==> config.mk <==
export PLATFORM = sky130hd
export DESIGN_NAME = i2c_slave_regs
export DESIGN_NICKNAME = d
export VERILOG_FILES = /design/src/rtl/i2c_slave_regs.sv
export SDC_FILE = /design/constraint.sdc
export NUM_CORES = 1
export LEC_CHECK = 0
export ABC_CLOCK_PERIOD_IN_PS = 5400
export CAP_MARGIN = 5
export CORE_ASPECT_RATIO = 2
export CORE_MARGIN = 3
export CORE_UTILIZATION = 59
export DETAILED_ROUTE_END_ITERATION = 16
export GPL_TIMING_DRIVEN = 0
export PLACE_DENSITY = 0.93
export SLEW_MARGIN = 20
export SYNTH_ARGS = -nofsm -noshare
export SYNTH_HDL_FRONTEND = slang
export SYNTH_SLANG_ARGS = --single-unit
export TNS_END_PERCENT = 5
==> constraint.sdc <==
create_clock -name clk -period 5.4 [get_ports clk]
set_input_delay 1.35 -clock clk [delete_from_list [all_inputs] [get_ports clk]]
set_output_delay 1.35 -clock clk [all_outputs]
set_load 0.005 [all_outputs]
==> src/rtl/i2c_slave_regs.sv <==
// I2C slave exposing an 8 x 8-bit register file with an auto-incrementing pointer.
// Latency: SCL/SDA changes are acted on about 7 clk cycles after the pin moves (sync + filter + edge).
// Backpressure: none; the block never stretches SCL and only pulls SDA low or releases it.
//
// Ports:
//   clk, rst           single clock, synchronous active-low reset
//   i2c_scl_i          SCL line level (input only, never driven)
//   i2c_sda_i          SDA line level
//   i2c_sda_o/_t       SDA drive value / tristate enable (1 = released)
//   regs_o             register image, reg[n] at bits 8n+7:8n
//   wr_stb_o/wr_idx_o  one-cycle pulse and index for each register written over I2C
//   busy_o             high while addressed (ADDR_ACK through RD_ACK)
module i2c_slave_regs #(
  parameter logic [6:0] DEV_ADDR = 7'h50,
  parameter int         FILT_LEN = 3
) (
  input  logic        clk,
  input  logic        rst,
  input  logic        i2c_scl_i,
  input  logic        i2c_sda_i,
  output logic        i2c_sda_o,
  output logic        i2c_sda_t,
  output logic [63:0] regs_o,
  output logic        wr_stb_o,
  output logic [2:0]  wr_idx_o,
  output logic        busy_o
);

  typedef enum logic [2:0] {
    IDLE, ADDR, ADDR_ACK, WR_BYTE, WR_ACK, RD_BYTE, RD_ACK, WAIT_STOP
  } state_t;

  // ---------------------------------------------------------------------------
  // Input conditioning: 2-flop synchronizer, then a filter that only accepts a
  // new level once FILT_LEN consecutive synchronized samples agree.
  // ---------------------------------------------------------------------------
  logic                r_scl_s1, r_scl_s2, r_sda_s1, r_sda_s2;
  logic [FILT_LEN-1:0] r_scl_hist, r_sda_hist;
  logic                r_scl_f, r_scl_fd, r_sda_f, r_sda_fd;

  always_ff @(posedge clk) begin
    if (!rst) begin
      r_scl_s1   <= 1'b1;
      r_scl_s2   <= 1'b1;
      r_sda_s1   <= 1'b1;
      r_sda_s2   <= 1'b1;
      r_scl_hist <= '1;
      r_sda_hist <= '1;
      r_scl_f    <= 1'b1;
      r_sda_f    <= 1'b1;
      r_scl_fd   <= 1'b1;
      r_sda_fd   <= 1'b1;
    end else begin
      r_scl_s1   <= i2c_scl_i;
      r_scl_s2   <= r_scl_s1;
      r_sda_s1   <= i2c_sda_i;
      r_sda_s2   <= r_sda_s1;
      r_scl_hist <= {r_scl_hist[FILT_LEN-2:0], r_scl_s2};
      r_sda_hist <= {r_sda_hist[FILT_LEN-2:0], r_sda_s2};
      if (&r_scl_hist)       r_scl_f <= 1'b1;
      else if (~|r_scl_hist) r_scl_f <= 1'b0;
      if (&r_sda_hist)       r_sda_f <= 1'b1;
      else if (~|r_sda_hist) r_sda_f <= 1'b0;
      r_scl_fd   <= r_scl_f;
      r_sda_fd   <= r_sda_f;
    end
  end

  logic w_scl_rise, w_scl_fall, w_start, w_stop;
  assign w_scl_rise = r_scl_f & ~r_scl_fd;
  assign w_scl_fall = ~r_scl_f & r_scl_fd;
  // Bus conditions require SCL to have been high on both sides of the SDA edge.
  assign w_start    = ~r_sda_f & r_sda_fd & r_scl_f & r_scl_fd;
  assign w_stop     = r_sda_f & ~r_sda_fd & r_scl_f & r_scl_fd;

  // ---------------------------------------------------------------------------
  // Protocol FSM and register file
  // ---------------------------------------------------------------------------
  state_t     r_state;
  logic [3:0] r_bit_cnt;
  logic [7:0] r_shift;     // receive shifter, or latched read byte while in RD_BYTE
  logic [2:0] r_ptr;
  logic       r_rw;
  logic       r_first;     // next received byte is the pointer byte
  logic       r_ack;
  logic       r_drive;     // 1 = pull SDA low
  logic       r_wr_stb;
  logic [2:0] r_wr_idx;
  logic [7:0] r_regs [0:7];

  always_ff @(posedge clk) begin
    if (!rst) begin
      r_state   <= IDLE;
      r_bit_cnt <= 4'd0;
      r_shift   <= 8'h00;
      r_ptr     <= 3'd0;
      r_rw      <= 1'b0;
      r_first   <= 1'b0;
      r_ack     <= 1'b1;
      r_drive   <= 1'b0;
      r_wr_stb  <= 1'b0;
      r_wr_idx  <= 3'd0;
      for (int i = 0; i < 8; i++) r_regs[i] <= 8'h00;
    end else begin
      r_wr_stb <= 1'b0;
      if (w_stop) begin
        r_state <= IDLE;
        r_drive <= 1'b0;
      end else if (w_start) begin
        // Start or repeated start; ptr is deliberately kept.
        r_state   <= ADDR;
        r_bit_cnt <= 4'd0;
        r_drive   <= 1'b0;
      end else begin
        case (r_state)
          IDLE: ;

          ADDR: begin
            if (w_scl_rise) begin
              r_shift   <= {r_shift[6:0], r_sda_f};
              r_bit_cnt <= r_bit_cnt + 4'd1;
            end else if (w_scl_fall && r_bit_cnt == 4'd8) begin
              r_rw <= r_shift[0];
              if (r_shift[7:1] == DEV_ADDR) begin
                r_state <= ADDR_ACK;
                r_drive <= 1'b1;
              end else begin
                r_state <= WAIT_STOP;
                r_drive <= 1'b0;
              end
            end
          end

          ADDR_ACK: begin
            if (w_scl_fall) begin
              r_bit_cnt <= 4'd0;
              if (!r_rw) begin
                r_state <= WR_BYTE;
                r_drive <= 1'b0;
                r_first <= 1'b1;
              end else begin
                r_state <= RD_BYTE;
                r_shift <= r_regs[r_ptr];
                r_drive <= ~r_regs[r_ptr][7];
              end
            end
          end

          WR_BYTE: begin
            if (w_scl_rise) begin
              r_shift   <= {r_shift[6:0], r_sda_f};
              r_bit_cnt <= r_bit_cnt + 4'd1;
            end else if (w_scl_fall && r_bit_cnt == 4'd8) begin
              if (r_first) begin
                r_ptr   <= r_shift[2:0];
                r_first <= 1'b0;
              end else begin
                r_regs[r_ptr] <= r_shift;
                r_wr_stb      <= 1'b1;
                r_wr_idx      <= r_ptr;
                r_ptr         <= r_ptr + 3'd1;
              end
              r_state <= WR_ACK;
              r_drive <= 1'b1;
            end
          end

          WR_ACK: begin
            if (w_scl_fall) begin
              r_state   <= WR_BYTE;
              r_drive   <= 1'b0;
              r_bit_cnt <= 4'd0;
            end
          end

          RD_BYTE: begin
            if (w_scl_rise) begin
              r_bit_cnt <= r_bit_cnt + 4'd1;
            end else if (w_scl_fall) begin
              if (r_bit_cnt == 4'd8) begin
                r_state <= RD_ACK;
                r_drive <= 1'b0;
                r_ptr   <= r_ptr + 3'd1;
              end else begin
                r_shift <= {r_shift[6:0], 1'b0};
                r_drive <= ~r_shift[6];
              end
            end
          end

          RD_ACK: begin
            if (w_scl_rise) begin
              r_ack <= r_sda_f;
            end else if (w_scl_fall) begin
              if (!r_ack) begin
                r_state   <= RD_BYTE;
                r_shift   <= r_regs[r_ptr];
                r_drive   <= ~r_regs[r_ptr][7];
                r_bit_cnt <= 4'd0;
              end else begin
                r_state <= WAIT_STOP;
                r_drive <= 1'b0;
              end
            end
          end

          WAIT_STOP: r_drive <= 1'b0;

          default: begin
            r_state <= IDLE;
            r_drive <= 1'b0;
          end
        endcase
      end
    end
  end

  // SDA is open-drain: drive low or release, never drive high.
  assign i2c_sda_o = ~r_drive;
  assign i2c_sda_t = ~r_drive;
  assign wr_stb_o  = r_wr_stb;
  assign wr_idx_o  = r_wr_idx;
  assign busy_o    = (r_state == ADDR_ACK) || (r_state == WR_BYTE) || (r_state == WR_ACK) ||
                     (r_state == RD_BYTE)  || (r_state == RD_ACK);

  always_comb begin
    regs_o = 64'h0;
    for (int i = 0; i < 8; i++) regs_o[8*i +: 8] = r_regs[i];
  end

endmodule

==> impl_metrics.csv <==
group,metric,value,unit
floorplan,row_count,47,
setup_path,cp_max_fo,10,
global_route,overflow,0,
timing,fin_crit_sh,67.4,%
route,vias,3933,
clocking,holdBufCountCts,0,
timing,min_period,3640,ps
synthesis,syn-num-nets,451,
clocking,clk_pin_slew,70,ps
clocking,tritoncts,"yes",
global_route,grt_max_degree,17,
hold_path,hold-path-cell-count,1,
final_layout,drive_above_1_share,11.0,%
timing,setup_viol,0,
power_and_ir_drop,p_sw_share,20.7,%
global_route,grt_pass1_wl,21200,µm
setup_path,reg2regPathDepth,7,
clocking,clk-insertion-delay-late,350,ps
clocking,clockRootBuffer,"clkbuf_16",
power_and_ir_drop,p_seq_share,56.7,%
synthesis,async_flop_share,0,%
timing,maxSlewHeadroom,32.9,%
final_layout,nets,536,
timing,clock.fmax,275,MHz
route,dr.pass1.iters,5,
place,port_buffers,74,
hold_path,hold_start,"r_scl_s1$_SDFF_PN1_",
status,status,"finished, final reports clean",
route,wl_per_cell,21.5,µm
synthesis,synthFlopType,"edfxtp_1",
floorplan,coreArea,0.00835,mm²
place,dpl_cell_area,0.00600,mm²
setup_path,end_kind,"flip-flop",
timing,hold_viol,0,
power_and_ir_drop,switching_power,0.000328,W
final_layout,area_delta_synth_final,22.2,%
clocking,cts_setup_buffers,0,
route,drtIter0Drc,408,
power_and_ir_drop,p_leak,2.32,nW
power_and_ir_drop,p_int,0.00126,W
power_and_ir_drop,ir_drop,169,µV
route,vias_per_cell,6.22,
setup_path,r2r_slack,2450,ps
synthesis,synth_seq_area_share,54.2,%
setup_path,required,5390,ps
place,routabilityCongestion,0.955,
floorplan,die_h,138,µm
power_and_ir_drop,power,0.00159,W
timing,grt_setup_unrepaired,"no",
floorplan,die_area,0.00993,mm²
clocking,htreeDepth,3,
timing,setup_ws,1760,ps
hold_path,hp-class,"flip-flop to flip-flop",
job,max-cap-violations,0,
synthesis,synth.avg_cell_area,11.6,µm²
timing,finalSetupTns,0,ps
route,route.detailed.drc,0,
floorplan,start_util,61.5,%
setup_path,crit_type,"input port to flip-flop",
final_layout,diodes,0,
synthesis,yosysUniqueCellTypes,61,
power_and_ir_drop,p_comb_share,5.4,%
synthesis,syn_inst,444,
power_and_ir_drop,clkPwrFrac,38.0,%
floorplan,io_pins,75,
synthesis,synth_area,0.00514,mm²
final_layout,final_cell_area,0.00628,mm²
power_and_ir_drop,powerDensity,253,mW/mm²
synthesis,synth_edf_count,64,
global_route,antenna_found_initial,0,
timing,finalMaxSlewViolations,0,
place,dp_slack,1210,ps
hold_path,holdPathEnd,"r_scl_s2$_SDFF_PN1_",
clocking,numCtsBuffers,9,
global_route,grt_usage,28.9,%
clocking,cts_sinks,107,
route,ant_nets,0,
place,hpwl,10400,µm
floorplan,die_x,72.0,µm
setup_path,cp.arrival,3630,ps
setup_path,start_kind,"input port",
timing,worstMarginPinSlew,998,ps
global_route,grt_pass1_vias,4122,
setup_path,reg2reg_to,"r_regs[0][3]$_SDFFCE_PN0P_",
synthesis,synth-seq-cells,107,
clocking,ctsResizeCount,0,
clocking,clockBufferDepth,2,
timing,finClkSkew,8.23,ps
setup_path,r2r_start,"r_bit_cnt[0]$_SDFFE_PN0P_",
synthesis,yosys_warnings,0,
route,totalWireLength,13600,µm
## critical path: stages
cell	delay (ps)
clkdlybuf4s50_1	610
o21ai_2	210
nor4b_4	590
and2b_1	410
nand2b_1	440
## metrics by stage
stage	utilization, %	hold slack [ps]	instances
after floorplan	-	386	444
after global placement	71.9	403	616
after detailed placement	71.9	392	616
after CTS	75.1	413	632
after global routing	75.2	425	632
final	75.2	413	632
## power groups by stage
stage | registers, W | clock network (W) | logic (W)
2_1_floorplan | 0.000917 | 0 | 0.0000243
3_3_place_gp | 0.000916 | 0 | 0.0000830
3_5_place_dp | 0.000918 | 0 | 0.0000854
4_1_cts | 0.000900 | 0.000605 | 0.0000861
5_1_grt | 0.000902 | 0.000636 | 0.0000894
6_report | 0.000900 | 0.000603 | 0.0000851
## layout by cell type (no fill, tap or decap), types with 3 or more instances in the layout
cell	instances
a21boi_0	7
a21oi_1	8
a31oi_1	3
and2_1	53
and2b_1	4
and3_1	20
buf_2	11
buf_4	3
clkbuf_1	21
clkbuf_16	9
clkdlybuf4s50_1	74
dfxtp_1	43
edfxtp_1	64
ha_1	3
inv_1	8
mux2i_1	13
mux4_2	14
nand2_1	32
nand2b_1	20
nand3_1	5
nand3b_1	3
nor2_1	18
nor2b_1	7
nor3_1	6
nor3b_1	5
o2111ai_1	7
o21ai_0	19
o21ai_1	3
## cell families (layout without fill, tap and decap cells)
kind of cell             count (synthesis)  in the layout  share of synthesized area [%]
AO/OA/AOI/OAI                           70             70                           9.79
XOR/XNOR                                 2              2                          0.341
adder cells (fa/ha/maj)                  3              3                          0.731
buffers and inverters                   43            133                           3.92
flip-flops                             107            107                           54.2
multiplexers                            29             29                           9.11
AND/OR/NAND/NOR                        190            190                           21.9
## routing by layer
layer	track usage (%)	routed length (µm)	vias up
met5	0	0	-
met4	18.7	754	0
met3	4.35	591	60
met2	55.7	7990	188
met1	27.2	4260	1900
li1	-	-	1785
## how the worst max path moves through the flow
stage / start / endpoint / slack, ps / depth (start not counted)
2_1_floorplan: rst / r_regs[5][0]$_SDFFCE_PN0P_ / 2640 / 3
3_3_place_gp: rst / r_regs[1][4]$_SDFFCE_PN0P_ / 1380 / 5
3_5_place_dp: rst / r_regs[1][3]$_SDFFCE_PN0P_ / 1210 / 5
4_1_cts: rst / r_regs[1][3]$_SDFFCE_PN0P_ / 1580 / 5
5_1_grt: rst / r_regs[0][3]$_SDFFCE_PN0P_ / 1690 / 5
6_report: rst / r_regs[0][3]$_SDFFCE_PN0P_ / 1760 / 5
## flip-flops by register name (all words and copies together) (netlist names), 3 cells and up, named ones only
register and cells:
r_ptr 3, wr_idx_o 3, r_state 3, r_shift 8
r_regs 64, r_sda_hist 3, r_bit_cnt 4, r_scl_hist 3
## Yosys cell counts, types with 8 or more instances
library cell | count | area [µm²]
a21oi_1 | 8 | 40.0
and2_1 | 53 | 332
and3_1 | 20 | 125
buf_2 | 11 | 55.1
clkbuf_1 | 19 | 71.3
dfxtp_1 | 43 | 861
edfxtp_1 | 64 | 1920
inv_1 | 8 | 30.0
mux2i_1 | 13 | 130
mux4_2 | 14 | 315
nand2_1 | 32 | 120
nand2b_1 | 20 | 125
nor2_1 | 18 | 67.6
o21ai_0 | 21 | 105
## cell type report
type,instances,area (µm²)
Inverter,8,30.0
Fill cell,574,2070
Clock inverter,4,26.3
Tap cell,98,123
Timing Repair Buffer,74,741
Multi-Input combinational cell,294,2160
Clock buffer,12,246
Buffer,35,171
Sequential cell,107,2780
Note: power is estimated with default switching activity, not from simulation.
